`src/rtl/pe_pkg.sv`:
```
// Shared types and width derivation for the pe_m_pipe processing element.
package pe_pkg;

    typedef enum logic [1:0] {
        PE_GEMM = 2'b00,
        PE_DIV  = 2'b01,
        PE_EXP  = 2'b10,
        PE_LOG  = 2'b11
    } pe_mode_e;

    // Signed multiplier operand width: integer + fraction + sign.
    function automatic int op_bw_f(input int int_bw, input int fra_bw);
        return int_bw + fra_bw + 1;
    endfunction

endpackage

```
`src/rtl/pe_sat.sv`:
```
// Signed clamp from IN_W to OUT_W bits; ovf flags any value outside the OUT_W range.
module pe_sat #(
    parameter int IN_W  = 33,
    parameter int OUT_W = 32
) (
    input  logic signed [IN_W-1:0]  d,
    output logic signed [OUT_W-1:0] q,
    output logic                    ovf
);

    localparam logic signed [IN_W-1:0] MAX_V = {{(IN_W-OUT_W+1){1'b0}}, {(OUT_W-1){1'b1}}};
    localparam logic signed [IN_W-1:0] MIN_V = ~MAX_V;

    always_comb begin
        ovf = 1'b0;
        q   = d[OUT_W-1:0];
        if (d > MAX_V) begin
            ovf = 1'b1;
            q   = MAX_V[OUT_W-1:0];
        end else if (d < MIN_V) begin
            ovf = 1'b1;
            q   = MIN_V[OUT_W-1:0];
        end
    end

endmodule

```
`src/rtl/pe_m_pipe.sv`:
```
// Systolic PE: registered operand forwarding, one multiply stage and one saturating
// accumulate stage. gemm uses weight*activation+o_i, the uno modes use mac_t*var+weight.
module pe_m_pipe
    import pe_pkg::*;
#(
    parameter int INT_BW = 5,
    parameter int FRA_BW = 4,
    parameter int MUL_BW = 16,
    parameter int ACC_BW = 32
) (
    input  logic                     clk,
    input  logic                     rst_n,
    input  logic [1:0]               mode,
    input  logic                     v_i,
    input  logic                     w_ld,
    input  logic signed [MUL_BW-1:0] wc_i,
    input  logic signed [MUL_BW-1:0] x_i,
    input  logic signed [MUL_BW-1:0] var_i,
    input  logic signed [ACC_BW-1:0] mac_i,
    input  logic signed [ACC_BW-1:0] o_i,
    input  logic                     clr,
    output logic signed [MUL_BW-1:0] x_o,
    output logic signed [MUL_BW-1:0] var_o,
    output logic signed [MUL_BW-1:0] wc_o,
    output logic                     v_x_o,
    output logic                     w_ld_o,
    output logic signed [ACC_BW-1:0] o_o,
    output logic signed [ACC_BW-1:0] mac_o,
    output logic                     v_o,
    output logic                     sat_o
);

    localparam int OP_BW = op_bw_f(INT_BW, FRA_BW);
    localparam int P_BW  = 2 * OP_BW;

    logic signed [MUL_BW-1:0] ireg, vreg, wreg;
    logic                     v1, v2;
    logic signed [P_BW-1:0]   p1;
    logic signed [ACC_BW-1:0] a1, oreg;
    logic signed [ACC_BW-1:0] mac_sh;
    logic signed [OP_BW-1:0]  mac_t, left_op, right_op;
    logic signed [ACC_BW:0]   sum;
    logic signed [ACC_BW-1:0] sum_sat;
    logic                     mac_ovf, sum_ovf, is_gemm, sat_evt;

    assign mac_sh = mac_i >>> FRA_BW;

    pe_sat #(.IN_W(ACC_BW), .OUT_W(OP_BW)) u_mac_sat (
        .d  (mac_sh),
        .q  (mac_t),
        .ovf(mac_ovf)
    );

    // Mode only steers stage 1; later stages carry no mode information.
    assign is_gemm = (pe_mode_e'(mode) == PE_GEMM);

    always_comb begin
        left_op  = mac_t;
        right_op = $signed(vreg[MUL_BW-1 -: OP_BW]);
        if (is_gemm) begin
            left_op  = $signed(wreg[OP_BW-1:0]);
            right_op = $signed(ireg[MUL_BW-1 -: OP_BW]);
        end
    end

    assign sum = (ACC_BW+1)'(p1) + (ACC_BW+1)'(a1);

    pe_sat #(.IN_W(ACC_BW+1), .OUT_W(ACC_BW)) u_acc_sat (
        .d  (sum),
        .q  (sum_sat),
        .ovf(sum_ovf)
    );

    // The mac clamp only matters when an uno operation actually consumes mac_t.
    assign sat_evt = (v1 && !is_gemm && mac_ovf) || (v2 && sum_ovf);

    always_ff @(posedge clk or negedge rst_n) begin
        if (!rst_n) begin
            ireg   <= '0;
            vreg   <= '0;
            v1     <= 1'b0;
            w_ld_o <= 1'b0;
        end else begin
            ireg   <= x_i;
            vreg   <= var_i;
            v1     <= v_i;
            w_ld_o <= w_ld;
        end
    end

    always_ff @(posedge clk or negedge rst_n) begin
        if (!rst_n) begin
            wreg <= '0;
        end else if (w_ld) begin
            wreg <= MUL_BW'($signed(wc_i[OP_BW-1:0]));
        end
    end

    always_ff @(posedge clk or negedge rst_n) begin
        if (!rst_n) begin
            p1 <= '0;
            a1 <= '0;
            v2 <= 1'b0;
        end else begin
            v2 <= v1;
            if (v1) begin
                p1 <= P_BW'(left_op) * P_BW'(right_op);
                a1 <= is_gemm ? o_i : ACC_BW'(wreg);
            end
        end
    end

    always_ff @(posedge clk or negedge rst_n) begin
        if (!rst_n) begin
            oreg  <= '0;
            v_o   <= 1'b0;
            sat_o <= 1'b0;
        end else begin
            v_o   <= v2;
            sat_o <= sat_evt | (sat_o & ~clr);
            if (v2) begin
                oreg <= sum_sat;
            end
        end
    end

    assign x_o   = ireg;
    assign var_o = vreg;
    assign v_x_o = v1;
    assign wc_o  = wreg;
    assign o_o   = oreg;
    assign mac_o = oreg;

endmodule

```
`config.mk`:
```
export PLATFORM = sky130hd
export DESIGN_NAME = pe_m_pipe
export DESIGN_NICKNAME = d
export VERILOG_FILES = /design/src/rtl/pe_pkg.sv /design/src/rtl/pe_sat.sv /design/src/rtl/pe_m_pipe.sv
export SDC_FILE = /design/constraint.sdc
export NUM_CORES = 1
export LEC_CHECK = 0
export CORE_MARGIN = 2
export CORE_UTILIZATION = 50
export DETAILED_ROUTE_END_ITERATION = 10
export PLACE_DENSITY = 0.78
export SKIP_CTS_REPAIR_TIMING = 1
export SYNTH_ARGS = -nofsm -noshare
export SYNTH_HDL_FRONTEND = slang
export SYNTH_HIERARCHICAL = 1
export SYNTH_SLANG_ARGS = --single-unit
```
`constraint.sdc`:
```
create_clock -name clk -period 6.8 [get_ports clk]
set_clock_uncertainty 0.05 [all_clocks]
set_input_delay 0.68 -clock clk [delete_from_list [all_inputs] [get_ports clk]]
set_output_delay 0.68 -clock clk [all_outputs]
set_load 0.02 [all_outputs]
```
==> impl_metrics.json, run 1 <==
{
  "fin_crit_ns": 6.52,
  "n_antenna_cell": 0,
  "synth_edf_count": 0,
  "gr-total-overflow": 0,
  "wl_per_cell_um": 17.0,
  "routed_via_density": 5.31,
  "die_width_um": 156,
  "antenna_left": 0,
  "drive_gt1_share_pct": 18.1,
  "grt_usage_pct": 25.3,
  "routabilityCongestion": 0.910,
  "syn_nets": 1501,
  "regArea_um2": 3280,
  "clkLatencyLatePin_ns": 0.43,
  "slowest_stage": "or4_4",
  "clock_path_buffers": 2,
  "grt_max_degree": 88,
  "clkSinkCount": 131,
  "critPathCaptureType": "flop",
  "slowest_delay_ns": 0.57,
  "area_growth_pct": 31.6,
  "rows": 55,
  "synth-seq-cells": 131,
  "yosysSeqAreaShare_pct": 28.4,
  "clk_pin_slew_ns": 0.06,
  "dp.final_hpwl_um": 23700,
  "worst_ep_arrival_time_ns": 6.82,
  "fillers": 1781,
  "p_per_area_nw_per_um2": 626,
  "grt_antenna_before_repair": 0,
  "setup_viol": 0,
  "wl_um": 30000,
  "multi_input_area_um2": 7350,
  "finish.instance_area_um2": 15200,
  "slew_viol_final": 0,
  "synth_cell_types": 60,
  "p_leak_uw": 0.00708,
  "status": "finished clean",
  "drc": 0,
  "coreArea_um2": 22600,
  "ir_drop_mv": 0.462,
  "routed-via-count": 9403,
  "synthCells": 1209,
  "path_delay_family": "adder cells",
  "ys.warnings.count": 6,
  "port-buffer-count": 224,
  "start_util_pct": 51.0,
  "die_height_um": 156,
  "placed_area_um2": 14400,
  "synth_flop_cell": "dfrtp_1",
  "drtIter0Drc": 412,
  "drv_cap": 0,
  "slew_headroom_pct": 41.5,
  "hold_violations": 0,
  "finalSetupTns_ns": 0,
  "period_share_pct": 95.9,
  "cp_num_buf_inv": 9,
  "cts_root_buffer": "clkbuf_16",
  "io_pins": 235,
  "hp-class": "input pin to asynchronous set/reset pin",
  "cts-buffers-inserted": 17,
  "dieArea_um2": 24300,
  "grt_pass1_wl_um": 48300,
  "worstPathMaxFanout": 9,
  "rsz0062_at_grt": "false",
  "critPathLaunchType": "input pin",
  "synth.avg_cell_area_um2": 9.56,
  "grt_pass1_vias": 9749,
  "htreeDepth": 4,
  "async_flop_share_pct": 100,
  "crit_type": "input pin to flop",
  "cts_tree": "built",
  "drtPass1Iterations": 5,
  "nets": 1764,
  "worst_ep_required_time_ns": 7.10,
  "netlist_area_um2": 11600,
  "tightestPinTransition_ns": 0.878,
  "max_freq_mhz": 153
}
-- synthesized netlist by cell type (4+ instances only) --
cell type / instances / area share, %
a211oi_1: 8 / 0.52
a21boi_0: 4 / 0.26
a21o_1: 25 / 1.6
a21oi_1: 95 / 4.1
a31oi_1: 6 / 0.32
and2_1: 8 / 0.43
and3_1: 4 / 0.22
buf_4: 41 / 2.7
buf_6: 6 / 0.58
clkbuf_1: 28 / 0.91
dfrtp_1: 131 / 28
fa_1: 92 / 16
ha_1: 81 / 8.8
inv_1: 144 / 4.7
mux2_2: 70 / 6.8
mux2i_1: 26 / 2.3
nand2_1: 112 / 3.6
nand3_1: 8 / 0.35
nand4_1: 9 / 0.49
nor2_1: 116 / 3.8
nor2_2: 10 / 0.54
nor2b_1: 5 / 0.27
nor3_1: 5 / 0.22
nor4_1: 5 / 0.27
o211ai_1: 5 / 0.32
o21a_1: 9 / 0.58
o21ai_0: 26 / 1.1
o21ai_2: 31 / 2.3
o21bai_1: 8 / 0.52
xnor2_1: 33 / 2.5
xor2_1: 9 / 0.68
-- cells in the final DEF (no fill, tap or decap), drive strengths merged, types with 4 or more instances in the layout --
master / count
a211oi: 8
a21boi: 5
a21o: 25
a21oi: 95
a31oi: 6
and2: 9
and3: 4
buf: 100
bufinv: 4
clkbuf: 17
clkdlybuf4s50: 210
clkinv: 4
dfrtp: 131
dlymetal6s2s: 13
fa: 92
ha: 81
inv: 151
mux2: 70
mux2i: 26
nand2: 112
nand3: 8
nand4: 9
nor2: 126
nor2b: 5
nor3: 5
nor4: 5
o211ai: 5
o21a: 9
o21ai: 59
o21bai: 8
o31ai: 4
or4: 4
xnor2: 33
xor2: 9
-- per-layer routing --
metal / share of wire, % / routed length, um / global-route usage [%]
met2: 50 / 14900 / 44.0
met4: 2.0 / 594 / 8.91
met1: 42 / 12700 / 30.8
met5: 0 / 0 / 0
met3: 6.1 / 1820 / 6.22
-- flip-flops by register name (all words and copies together), names as in the netlist --
signal	count
a1	32
mac_o	32
p1	20
sat_o	1
v2	1
v_o	1
v_x_o	1
var_o	16
w_ld_o	1
wc_o	10
x_o	16
-- final cells by class --
type                       count  share of cell area (%)
tap                          285                    2.34
clock buffer                  17                    2.80
inverter                     144                    3.55
clock inverter                15                    1.41
sequential                   131                    21.6
multi-input combinational    855                    48.3
timing repair buffer         323                    20.0
-- worst paths after layout --
kind                       cells past startpoint  slack [ns]        end       from
max                                           27        0.28     p1[16]  mac_i[31]
min                                            1        0.23  mac_o[20]      rst_n
max reg2reg                                   16        1.17     p1[19]    wc_o[9]
min reg2reg                                    2        0.45     p1[12]     p1[12]
max in group asynchronous                      2        5.26     a1[22]      rst_n
min in group clk                               2        0.45     p1[12]     p1[12]
-- power by group --
part           leakage [uW]  internal (uW)  switching (uW)
clock network      0.000316            625             397
logic               0.00526           3640            3700
registers           0.00150           1010             157
-- kinds of logic (layout without fill, tap and decap cells) --
family	Yosys count	after routing	share of synthesized area (%)
AOI/OAI and AO/OA	244	244	14.2
xor gates and xnor gates	42	42	3.18
adders and majority gates	173	173	24.7
buffers and inverters	223	499	9.09
DFF	131	131	28.4
muxes	96	96	9.07
and+or+nand+nor	300	300	11.4
-- worst register-to-register path, delay by kind of cell (launching register included) --
family / cells / cell delay, ns
fa+ha+maj: 6 / 3.05
flops: 1 / 0.56
buf+inv: 4 / 0.33
compound gates: 3 / 0.58
simple gates: 2 / 0.73
mux: 1 / 0.21
-- stage by stage --
stage	instances	setup slack [ns]	power (uW)	utilization, %	hold WS (ns)
final	1770	0.280	9530	67.2	0.232
after global routing	1770	0.0937	10500	67.2	0.278
after CTS	1768	-0.385	9370	66.5	0.242
after detailed placement	1736	-0.804	8290	63.7	0.432
after global placement	1736	-0.667	8050	63.7	0.432
after floorplan	1209	0.0776	6130	-	0.302
Note: power is estimated with default switching activity, not from simulation.
==> run 2, diff against run 1 <==
Settings changed: CORE_MARGIN 2 to 3.
==> run 2 against run 1 <==
  * Sequential power about the same
  * Non-clock buffer count unchanged
  * Wire length down 0.68%
  * Sequential share of layout area about the same
  * Critical path depth down 2
  * Maximum frequency down 1.7%
  * Clock power down 8%
  * Largest power group unchanged
==> impl_metrics.json, run 2 (synthesis gave the netlist of run 1 again) <==
{
  "die_width_um": 158,
  "wl_um": 29800,
  "hp-class": "input pin to asynchronous set/reset pin",
  "cts-buffers-inserted": 17,
  "io_pins": 235,
  "gr-total-overflow": 0,
  "area_growth_pct": 31.3,
  "grt_antenna_before_repair": 0,
  "clkLatencyLatePin_ns": 0.43,
  "tightestPinTransition_ns": 0.943,
  "ir_drop_mv": 0.413,
  "start_util_pct": 51.8,
  "routed-via-count": 9383,
  "preCtsSetupSlack_ns": -0.810,
  "status": "finished clean",
  "grt_max_degree": 89,
  "drc": 0,
  "port-buffer-count": 224,
  "antenna_left": 0,
  "r2r_slack_ns": 1.04,
  "setup_viol": 0,
  "critPathLaunchType": "input pin",
  "rows": 54,
  "drv_cap": 0,
  "layout_commonest_cell": "clkdlybuf4s50_1",
  "period_share_pct": 97.5,
  "timing.critical_path.to": "p1[19]",
  "postLayoutSetupSlackWorst_ns": 0.167,
  "rr_worst_depth": 17,
  "grt_pass1_wl_um": 48500,
  "cts_tree": "built",
  "slew_viol_final": 0,
  "dieArea_um2": 25000,
  "dp.final_hpwl_um": 24000,
  "routed_via_density": 5.32,
  "fin_crit_ns": 6.63,
  "worst_ep_arrival_time_ns": 6.89,
  "drtIter0Drc": 393,
  "die_height_um": 158,
  "drtPass1Iterations": 5,
  "r2r-start": "wc_o[9]",
  "finish.instance_area_um2": 15200,
  "nets": 1764,
  "drive_gt1_share_pct": 18.3,
  "layout_common_cells": "clkdlybuf4s50_1, inv_1, dfrtp_1",
  "placed_area_um2": 14400,
  "p_leak_uw": 0.00703,
  "critPathCaptureType": "flop",
  "clock_path_buffers": 2,
  "wl_per_cell_um": 16.9,
  "grt_usage_pct": 24.5,
  "r2r-end": "p1[18]",
  "worstPathMaxFanout": 5,
  "worst_ep_required_time_ns": 7.06,
  "coreArea_um2": 22300,
  "grt_pass1_vias": 9876,
  "hold_violations": 0,
  "htreeDepth": 4,
  "slew_headroom_pct": 36.9,
  "cts_root_buffer": "clkbuf_16",
  "clkSinkCount": 131,
  "critPathLaunch": "mac_i[15]",
  "max_freq_mhz": 151,
  "crit_type": "input pin to flop",
  "clk_pin_slew_ns": 0.07,
  "routabilityCongestion": 0.920,
  "n_antenna_cell": 0,
  "p_per_area_nw_per_um2": 620
}
==> run 2: area by class of cell <==
type / instances / area (um^2)
fillers: 1762 / 7120
clock inverters: 15 / 166
clock buffers: 17 / 425
well taps: 280 / 350
multi-input cells: 855 / 7360
flip-flops and latches: 131 / 3280
inverters: 144 / 541
repair buffers: 323 / 3050
==> run 2: how the worst min path moves through the flow <==
stage	start	to	slack, ns
floorplan	v2	v_o	0.30
global placement	p1[0]	p1[0]	0.43
detailed placement	p1[16]	p1[16]	0.44
CTS	rst_n	mac_o[16]	0.23
global route	rst_n	mac_o[16]	0.27
finish	rst_n	mac_o[16]	0.22
==> run 2: power breakdown <==
| part | internal (uW) | switching (uW) |
|---|---|---|
| Sequential | 1010 | 154 |
| Combinational | 3590 | 3720 |
| Clock | 522 | 418 |
==> run 2: critical path, stage by stage <==
cell and delay, ns:
clkdlybuf4s50_1 0.48, nand4_1 0.10, or4_4 0.54, o31ai_4 0.24, buf_6 0.16, a21o_1 0.13, mux2_4 0.18, nand2_1 0.08
fa_1 0.55, inv_1 0.05, fa_1 0.53, fa_1 0.45, fa_1 0.50, inv_1 0.06, fa_1 0.52, inv_1 0.06
ha_4 0.24, a21o_1 0.16, a21o_1 0.17, a21o_1 0.17, a21oi_2 0.16, a21boi_2 0.09, o221ai_2 0.19, a21oi_1 0.09
a311o_1 0.32
==> run 2: through the flow <==
step	util [%]	instances	TNS (ns)	hold slack [ns]	total power [uW]
2_1_floorplan	-	1209	0	0.302	6130
3_3_place_gp	64.7	1731	-4.34	0.430	7950
3_5_place_dp	64.7	1731	-5.62	0.438	8190
4_1_cts	67.4	1763	-1.37	0.229	9190
5_1_grt	68.1	1765	-0.141	0.265	10400
6_report	68.1	1765	0	0.217	9410
==> run 2: routing by layer <==
layer / global-route usage, % / part of all wire, % / up-vias / routed length [um]
met3: 5.47 / 5.8 / 23 / 1740
met4: 5.00 / 1.0 / 0 / 306
li1: - / - / 4559 / -
met1: 31.3 / 43 / 4528 / 12800
met2: 43.1 / 50 / 273 / 14900
met5: 0 / 0 / - / 0
